### config.mk
export PLATFORM = sky130hd
export DESIGN_NAME = clint_mhart
export DESIGN_NICKNAME = d
export VERILOG_FILES = /design/src/rtl/clint_mhart.sv
export SDC_FILE = /design/constraint.sdc
export NUM_CORES = 1
export LEC_CHECK = 0
export BUFFER_PORTS_ARGS = -buffer_cell sky130_fd_sc_hd__buf_4
export CORE_MARGIN = 10
export CORE_UTILIZATION = 45
export CTS_BUF_LIST = sky130_fd_sc_hd__clkbuf_4 sky130_fd_sc_hd__clkbuf_8 sky130_fd_sc_hd__clkbuf_16
export DETAILED_ROUTE_END_ITERATION = 6
export PLACE_DENSITY = 0.64
export SETUP_SLACK_MARGIN = 0.15
export SLEW_MARGIN = 10
export SYNTH_ARGS = -nofsm -noshare
export SYNTH_HDL_FRONTEND = slang
export SYNTH_SLANG_ARGS = --single-unit
### constraint.sdc
create_clock -name i_clk -period 2.3 [get_ports i_clk]
set_clock_uncertainty 0.15 [all_clocks]
set_input_delay 0.345 -clock i_clk [delete_from_list [all_inputs] [get_ports i_clk]]
set_output_delay 0.345 -clock i_clk [all_outputs]
set_load 0.005 [all_outputs]
### src/rtl/clint_mhart.sv
// Multi-hart core-local interruptor: one shared 64-bit mtime, a per-hart mtimecmp and msip,
// and registered bus reads/acks plus registered timer/software interrupt outputs.
module clint_mhart #(
  parameter int NHARTS   = 2,
  parameter int PRESCALE = 1
) (
  input  logic              i_clk,
  input  logic              i_rst_n,
  input  logic [15:0]       i_addr,
  input  logic [3:0]        i_we,
  input  logic [31:0]       i_dat_w,
  input  logic              i_stb,
  output logic [31:0]       o_dat_r,
  output logic              o_ack,
  output logic [NHARTS-1:0] o_timer_int,
  output logic [NHARTS-1:0] o_software_int
);

  localparam logic [15:0] PRESCALE_LAST = 16'(PRESCALE - 1);
  localparam logic [15:0] MTIME_LO      = 16'hBFF8;
  localparam logic [15:0] MTIME_HI      = 16'hBFFC;

  logic [15:0]       pre_cnt;
  logic              tick;
  logic [63:0]       mtime;
  logic [63:0]       mtimecmp [NHARTS];
  logic [NHARTS-1:0] msip;

  logic        accept;
  logic        wr;
  logic        in_msip;
  logic        in_cmp;
  logic        sel_mtlo;
  logic        sel_mthi;
  logic [11:0] msip_idx;
  logic [10:0] cmp_idx;
  logic        cmp_hi;
  logic [31:0] rdata;

  function automatic logic [31:0] merge(input logic [31:0] old_val,
                                        input logic [31:0] new_val,
                                        input logic [3:0]  be);
    logic [31:0] res;
    for (int b = 0; b < 4; b++)
      res[8*b +: 8] = be[b] ? new_val[8*b +: 8] : old_val[8*b +: 8];
    return res;
  endfunction

  assign accept   = i_stb && !o_ack;
  assign wr       = accept && (i_we != 4'b0000);
  assign tick     = (pre_cnt == PRESCALE_LAST);
  assign in_msip  = (i_addr[15:14] == 2'b00) && (i_addr[1:0] == 2'b00);
  assign in_cmp   = (i_addr[15:14] == 2'b01) && (i_addr[1:0] == 2'b00);
  assign sel_mtlo = (i_addr == MTIME_LO);
  assign sel_mthi = (i_addr == MTIME_HI);
  assign msip_idx = i_addr[13:2];
  assign cmp_idx  = i_addr[13:3];
  assign cmp_hi   = i_addr[2];

  // Harts at or beyond NHARTS never match an index, so their slots read 0 and ignore writes.
  always_comb begin
    rdata = '0;
    for (int h = 0; h < NHARTS; h++) begin
      if (in_msip && msip_idx == 12'(h))
        rdata = {31'b0, msip[h]};
      if (in_cmp && cmp_idx == 11'(h))
        rdata = cmp_hi ? mtimecmp[h][63:32] : mtimecmp[h][31:0];
    end
    if (sel_mtlo) rdata = mtime[31:0];
    if (sel_mthi) rdata = mtime[63:32];
  end

  always_ff @(posedge i_clk or negedge i_rst_n) begin
    if (!i_rst_n) begin
      o_ack   <= 1'b0;
      o_dat_r <= '0;
    end else begin
      o_ack   <= accept;
      o_dat_r <= accept ? rdata : '0;
    end
  end

  // A bus write to mtime wins over a coincident tick and restarts the prescaler.
  always_ff @(posedge i_clk or negedge i_rst_n) begin
    if (!i_rst_n) begin
      mtime   <= '0;
      pre_cnt <= '0;
    end else if (wr && sel_mtlo) begin
      mtime[31:0] <= merge(mtime[31:0], i_dat_w, i_we);
      pre_cnt     <= '0;
    end else if (wr && sel_mthi) begin
      mtime[63:32] <= merge(mtime[63:32], i_dat_w, i_we);
      pre_cnt      <= '0;
    end else if (tick) begin
      mtime   <= mtime + 64'd1;
      pre_cnt <= '0;
    end else begin
      pre_cnt <= pre_cnt + 16'd1;
    end
  end

  always_ff @(posedge i_clk or negedge i_rst_n) begin
    if (!i_rst_n) begin
      msip           <= '0;
      o_timer_int    <= '0;
      o_software_int <= '0;
      for (int h = 0; h < NHARTS; h++)
        mtimecmp[h] <= '1;
    end else begin
      o_software_int <= msip;
      for (int h = 0; h < NHARTS; h++) begin
        o_timer_int[h] <= (mtime >= mtimecmp[h]);
        if (wr && in_msip && msip_idx == 12'(h) && i_we[0])
          msip[h] <= i_dat_w[0];
        if (wr && in_cmp && cmp_idx == 11'(h)) begin
          if (cmp_hi)
            mtimecmp[h][63:32] <= merge(mtimecmp[h][63:32], i_dat_w, i_we);
          else
            mtimecmp[h][31:0]  <= merge(mtimecmp[h][31:0], i_dat_w, i_we);
        end
      end
    end
  end

endmodule
---- After elaboration in Yosys (flattened, before gate mapping) ----
Index checks and enable logic that the tools add are counted.
storage, ports and cells
  register bits ........................... 247
  input bits .............................. 55
  output and inout bits ................... 37
  logic and storage cells ................. 122
cells by class
  add/subtract/negate cells ............... 2
  $lt $le $gt $ge ......................... 2
  eq/ne operators ......................... 14
  mux-type cells .......................... 20
  bitwise gates (word level) .............. 2
  reduce and logical (&&, ||, !) cells .... 51
operators by type and width
  operator               number
  $mux 32                11
  $ge 64x64->1           2
  $reduce_and 3->1       24
  $add 64x1->64 const B  1
  $mux 64                1
  $mux 16                3
  $eq 16x16->1 const B   2
  $mux 8                 4
  $logic_and 1x1->1      18
  $ne 2x2->1 const B     9
  $add 16x1->16 const B  1
  $logic_not 16->1       1
  $eq 12x1->1 const B    1
  $logic_not 12->1       1
  $eq 11x1->1 const B    1
  $logic_not 11->1       1
  $logic_not 2->1        2
  $reduce_bool 2->1      2
  $reduce_bool 4->1      1
  $eq 2x1->1 const B     1
  $not 1->1              2
  $logic_not 1->1        1
  $mux 1                 1

---- Longest topological paths before layout ----
Gate-level depths: netlist of the first run.
  depth after elaboration ................. 10
  mapped depth ............................ 10
  depth with buffers taken out ............ 8

---- Worst setup path after synthesis of the first run ----
OpenSTA, ideal clock, no wires.
  kind .................................... reg-to-reg
  start point ............................. register mtime[1]
  end point ............................... register mtime[52]
  library setup time ...................... 126 ps
  arrival time ............................ 2217 ps
  data required time ...................... 2024 ps
  setup slack ............................. -194 ps
  stages on the path, launching flop included .. 8
  path buffers ............................ 0
  clock period less this slack ............ 2494 ps
  cells stage by stage .................... dfrtp_1 -> ha_1 -> nand3_1 -> nor4_1 -> nand4_1 -> or4_4 -> o32ai_2 -> a21oi_1
between the ends
  longest elaborated chain between the ends .. 3
ends and longest elaborated chain
  item                    line  source
  start, declared         25    logic [63:0] mtime;
  start signal, assigned  89    mtime[31:0] <= merge(mtime[31:0], i_dat_w, i_we);
  start signal, assigned  95    mtime <= mtime + 64'd1;
  $add 64x1->64           95
  $mux 64                 94    end else if (tick) begin
  $mux 32                 91    end else if (wr && sel_mthi) begin
No other way between the ends. The select of a mux whose other input is x is not followed.
A chain may end at the register's enable or synchronous reset.

---- Worst setup path in the final report of the first run ----
  start point ............................. register mtimecmp[65] in the netlist's numbering
  end point ............................... register o_timer_int[0]
between the ends
  longest elaborated chain between the ends .. 1
ends and longest elaborated chain
  item                             line  source
  start, declared                  26    logic [63:0] mtimecmp [NHARTS];
  start signal, assigned by index  117   mtimecmp[h][63:32] <= merge(mtimecmp[h][63:32], i_dat_w, i_we);
  start signal, assigned by index  119   mtimecmp[h][31:0] <= merge(mtimecmp[h][31:0], i_dat_w, i_we);
  $ge 64x64->1                     112   o_timer_int[h] <= (mtime >= mtimecmp[h]);
  end signal, assigned by index    112
  end, declared                    15    output logic [NHARTS-1:0] o_timer_int,
No other way between the ends.

==> run_results.csv, run 1 <==
group,metric,value,unit
floorplan,core.rowCount,68,
sta,layout_min_cycle_time,2.63,ns
synthesis,ys_async_sr_fraction,100,%
routing,via_per_inst,5.97,
floorplan,pin_count,92,
synthesis,syn_area,15900,sq um
synthesis,synthTopCellsByArea,"dfstp_2 (21%), dfrtp_1 (19%), ha_1 (10%), mux2_2 (7.6%), a21oi_1 (5.4%)",
sta,relSlewSlack,61.7,%
critical_path,crit_path_cell_trace,"inv_1 -> ha_1 -> a2111o_1 -> a32oi_2 -> a211oi_2 -> o41ai_2 -> buf_4 -> a22oi_2",
critical_path,critPathBufInv,2,
synthesis,ys_types,77,
layout,final_core_util,66.0,%
placed_design,io_buffer_count,91,
synthesis,synth_ff_type,"dfstp_2",
routing,wire_per_inst,22.0,um
critical_path,critPathArrivalTime,2.93,ns
global_route,antenna_found_initial,0,
global_route,overflow,0,
clocking,cts-root-buf,"clkbuf_16",
critical_path,reg2reg_slack,-0.33,ns
power_and_ir_drop,ir_drop,0.559,mV
routing,wl,58100,um
layout,drive_gt1_share,46.6,%
clocking,clk_pin_slew,0.06,ns
clocking,cts_buffers,30,
routing,drt_iter0_drc,1235,
layout,multi_input_area,9830,sq um
floorplan,initial_core_util,45.8,%
global_route,grt_pass1_wl,90400,um
run_status,status,"complete, but fails checks",
layout,fillCellCount,2806,
sta,fin_ws,-0.331,ns
routing,firstDrtPassIters,6,
synthesis,ys_seq_area_share,39.9,%
synthesis,yosys.area.top_type,"dfstp_2",
critical_path,cp_slowest_cell,"dfstp_2",
synthesis,synth_top_area_share,21.2,%
placed_design,place_hpwl,41900,um
placed_design,place_congestion,0.928,
clocking,htreeDepth,1,
run_status,violations,"negative setup slack",
layout,final_nets,2344,
clocking,clk_latency,0.59,ns
sta,timing.fmax,0.380,GHz
critical_path,path_delay_family,"compound AO/OA/AOI/OAI gates",
critical_path,endpoint_kind,"flip-flop",
clocking,cts_tree,"done",
sta,fin_hold_ws,0.0918,ns
routing,num_vias,15746,
synthesis,yosys_warnings,0,
synthesis,synth-seq-cells,247,
synthesis,netlist_instances,1681,
power_and_ir_drop,power_density,480,nW/um^2
floorplan,core-area,34700,sq um
sta,rsz0062_at_grt,"yes",
layout,final_cell_mix,"buf_4 (421), inv_1 (136), dfstp_2 (128)",
hold_path,min_path_type,"in2reg",
layout,final_common_cell,"buf_4",
synthesis,synth_edf_count,0,
sta,tightest_slew,0.571,ns
sta,fin_crit_sh,114,%
floorplan,die_area,43200,sq um
layout,area_delta_synth_final,44.2,%
routing,antenna_left,0,
sta,slew_viol_final,0,
critical_path,cp_max_fo,2,
layout,final_cells,2638,
global_route,grt_pass1_vias,15761,
job,drv_cap,0,
synthesis,synth.net_count,1867,
floorplan,die_x,208,um
critical_path,required,2.60,ns
routing,route.detailed.drc,0,
global_route,grt_max_degree,77,
critical_path,start_kind,"flip-flop",
critical_path,critical_path_class,"reg2reg",
sta,setup_viol,39,
floorplan,fp.dieH,208,um
global_route,grt_use_total,25.6,%
synthesis,avgSynthCellArea,9.45,sq um
sta,hold_viol_final,0,
placed_design,dp_cells,2490,
clocking,clk_path_buf_depth,3,
critical_path,crit_path_max_incr_delay,0.52,ns
clocking,cts.sinks,247,
layout,seqCellArea,6360,sq um
power_and_ir_drop,leakage,0.0100,uW
[metal layers]
metal / part of all wire (%) / wire [um] / global-route usage (%) / up-vias
met5: 0 / 0 / 0 / -
met4: 2.6 / 1480 / 7.30 / 0
met3: 6.6 / 3860 / 3.55 / 90
met2: 47 / 27100 / 41.7 / 580
met1: 44 / 25600 / 34.9 / 7822
li1: - / - / - / 7254
[tightest hold or removal path, cell delays in order]
cell	delay (ns)
buf_4	0.08
nand2b_2	0.09
inv_1	0.10
buf_4	0.15
[report_power, final]
| part | leakage [uW] | internal [uW] | switching, uW |
|---|---|---|---|
| Clock | 0.000497 | 2710 | 1970 |
| Combinational | 0.00677 | 777 | 923 |
| Sequential | 0.00277 | 4460 | 164 |
| Total | 0.0100 | 7950 | 3050 |
[metrics by stage]
stage / area [sq um] / setup TNS [ns] / worst slack (ns) / power [uW]
floorplan: 16100 / -0.409 / -0.0338 / 5230
global placement: 19900 / -25.74 / -0.883 / 6050
detailed placement: 19900 / -29.43 / -0.925 / 6100
CTS: 22100 / -2.81 / -0.300 / 10900
global route: 22900 / -6.56 / -0.477 / 11400
finish: 22900 / -3.51 / -0.331 / 11000
[cell type report]
cell class	count	area share (%)
Clock buffer	46	3.96
Timing Repair Buffer	534	20.3
Sequential cell	247	27.7
Inverter	144	2.36
Multi-Input combinational cell	1201	42.9
Clock inverter	10	0.279
Antenna cell	1	0.0109
Tap cell	455	2.48
[cells by family (layout without fill, tap and decap cells)]
logic type / count (synthesis) / in the layout / share of synthesized area, %
other: 0 / 1 / 0
AND/OR/NAND/NOR: 443 / 443 / 14.5
multiplexers: 113 / 113 / 8.04
AO/OA/AOI/OAI: 500 / 500 / 20.7
XOR/XNOR: 14 / 14 / 0.772
buffers and inverters: 233 / 734 / 5.74
adder cells (fa/ha/maj): 131 / 131 / 10.3
flip-flops: 247 / 247 / 39.9
[synth_stat cells, drive strengths merged, types with 16 or more instances]
cell type  count
nor4          19
nor2          74
o32ai         30
a22o          31
a221oi        32
dfrtp        119
mux2         107
nand2        122
a21oi        171
dfstp        128
o21ai         76
a21o          20
clkbuf        71
buf           18
ha           131
inv          144
nand4         63
and3          44
a31oi         16
o22ai         25
nor3          24
nand3         49
[flip-flops by register name (all words and copies together) (netlist names)]
signal / cells
msip: 2
mtime: 64
mtimecmp: 128
o_ack: 1
o_dat_r: 32
o_software_int: 2
o_timer_int: 2
pre_cnt: 16
[repair_timing]
| action | 4_1_cts | 5_1_grt |
|---|---|---|
| setup buffers | 31 | 24 |
| hold endpoints to repair | 289 | 0 |
| pin swaps | 85 | 64 |
| hold buffers | 33 | 0 |
| setup endpoints to repair | 57 | 80 |
| cloned | 2 | 1 |
| gates resized for setup | 160 | 129 |
[worst paths after layout]
| check | startpoint | end | cells after the start |
|---|---|---|---|
| max in group asynchronous | i_rst_n | mtimecmp[51] | 3 |
| max reg2reg | mtimecmp[65] | o_timer_int[0] | 8 |
| min | i_stb | o_ack | 4 |
| min reg2reg | msip[0] | o_software_int[0] | 0 |
| min in group asynchronous | i_rst_n | o_dat_r[2] | 2 |
| max | mtimecmp[65] | o_timer_int[0] | 8 |
Note: power is estimated with default switching activity, not from simulation.
==> run 2: changes to the inputs <==
- CELL_PAD_IN_SITES_DETAIL_PLACEMENT: default -> 1
- CELL_PAD_IN_SITES_GLOBAL_PLACEMENT: default -> 1
- CORE_UTILIZATION: 45 -> 44
- PLACE_DENSITY: 0.64 -> 0.77
==> run_results.csv, run 2 (synthesis results as in run 1) <==
group,metric,value,unit
placed_design,dp_cells,2521,
routing,num_vias,19226,
hold_path,min_path_type,"in2reg",
layout,final_cell_mix,"buf_4 (456), inv_1 (133), dfstp_2 (128)",
global_route,overflow,0,
sta,timing.fmax,0.314,GHz
clocking,cts.sinks,247,
placed_design,place_congestion,0.981,
layout,final_common_cell,"buf_4",
layout,reg_top3,"mtimecmp (128), mtime (64), o_dat_r (32)",
routing,m1WireLength,32200,um
run_status,violations,"negative setup slack",
critical_path,endpoint_kind,"flip-flop",
routing,route.detailed.drc,0,
clocking,cts_tree,"done",
layout,diodes,0,
layout,drive_gt1_share,48.7,%
clocking,cts_buffers,30,
power_and_ir_drop,ir_drop,0.641,mV
critical_path,required,2.64,ns
floorplan,die_x,210,um
power_and_ir_drop,power_density,498,nW/um^2
routing,met2_wirelength,42300,um
routing,antenna_left,0,
critical_path,cp_max_fo,4,
sta,rsz0062_at_grt,"yes",
layout,regMostFlops,"mtimecmp",
sta,fin_hold_ws,0.106,ns
sta,slew_viol_final,0,
sta,hold_viol_final,0,
critical_path,critical_path_class,"reg2reg",
layout,final_core_util,66.9,%
critical_path,critPathArrivalTime,3.52,ns
clocking,clk_path_buf_depth,3,
routing,wire_per_inst,34.9,um
global_route,grt_use_total,33.0,%
layout,final_nets,2381,
placed_design,place_hpwl,47500,um
layout,largest_register_ffs,128,
floorplan,fp.dieH,210,um
power_and_ir_drop,leakage,0.0104,uW
job,drv_cap,0,
routing,wl,93600,um
floorplan,core.rowCount,69,
layout,final_cells,2679,
routing,wl_met3,11000,um
sta,relSlewSlack,32.0,%
sta,fin_ws,-0.882,ns
routing,highest_layer,"met5",
run_status,status,"complete, but fails checks",
clocking,htreeDepth,1,
global_route,antenna_found_initial,5,
routing,drt_iter0_drc,2402,
floorplan,pin_count,92,
clocking,clk_pin_slew,0.07,ns
critical_path,r2r_cells,10,
routing,via_per_inst,7.18,
clocking,clk_latency,0.60,ns
global_route,grt_pass1_wl,116000,um
critical_path,start_kind,"flip-flop",
sta,tightest_slew,1.02,ns
clocking,cts-root-buf,"clkbuf_16",
sta,layout_min_cycle_time,3.18,ns
hold_path,min_path_cells,4,
floorplan,initial_core_util,44.7,%
layout,fillCellCount,3740,
global_route,grt_max_degree,71,
power_and_ir_drop,power,11800,uW
routing,firstDrtPassIters,6,
floorplan,core-area,35600,sq um
sta,setup_viol,66,
critical_path,reg2reg_slack,-0.88,ns
sta,fin_crit_sh,138,%
floorplan,die_area,44100,sq um
placed_design,io_buffer_count,91,
sta,finalSetupTns,-14.74,ns
layout,area_delta_synth_final,49.7,%
global_route,grt_pass1_vias,19233,
==> run 2: worst max-delay path: stages (launching register included) <==
cell      delay, ns
dfrtp_1        0.42
buf_4          0.18
ha_1           0.32
nand4_1        0.26
buf_4          0.26
nor4_4         0.39
buf_4          0.23
nand2_4        0.09
a211oi_4       0.29
o41ai_4        0.20
a22oi_1        0.27
==> run 2: layer usage <==
layer | GRT usage, % | vias up
met2 | 55.2 | 1740
met3 | 7.36 | 701
met4 | 18.0 | 10
met5 | 0 | -
met1 | 38.8 | 9454
li1 | - | 7321
==> run 2: power breakdown <==
group	internal [uW]	leakage, uW	switching, uW
sequential	4460	0.00278	164
clock	3040	0.000525	2130
combinational	869	0.00715	1190
total	8360	0.0104	3480
==> run 2: final cells by class <==
type	count	area [sq um]	area share [%]
Timing Repair Buffer	571	5100	21.4
Multi-Input combinational cell	1201	10200	42.8
Sequential cell	247	6350	26.7
Tap cell	461	577	2.43
Clock buffer	50	956	4.02
Clock inverter	5	75.1	0.316
Inverter	144	541	2.27
==> run 2: final timing paths <==
check / from / to
min: i_stb / o_ack
max reg2reg: mtime[47] / o_timer_int[0]
min reg2reg: msip[0] / o_software_int[0]
max: mtime[47] / o_timer_int[0]
max in group asynchronous: i_rst_n / mtimecmp[23]
min in group asynchronous: i_rst_n / o_dat_r[1]
==> run 2: repair_timing <==
action | CTS | global route
pin swaps | 95 | 44
hold buffers | 33 | 0
buffers inserted | 36 | 29
gates cloned | 3 | 2
setup endpoints to repair | 74 | 140
resized for setup | 204 | 147
hold endpoints to repair | 170 | 0
==> run 2: through the flow <==
step | area (sq um) | setup WS [ns]
after floorplan | 16100 | -0.0338
after global placement | 20100 | -0.952
after detailed placement | 20100 | -0.945
after CTS | 22800 | -0.346
after global routing | 23800 | -0.914
final | 23800 | -0.882
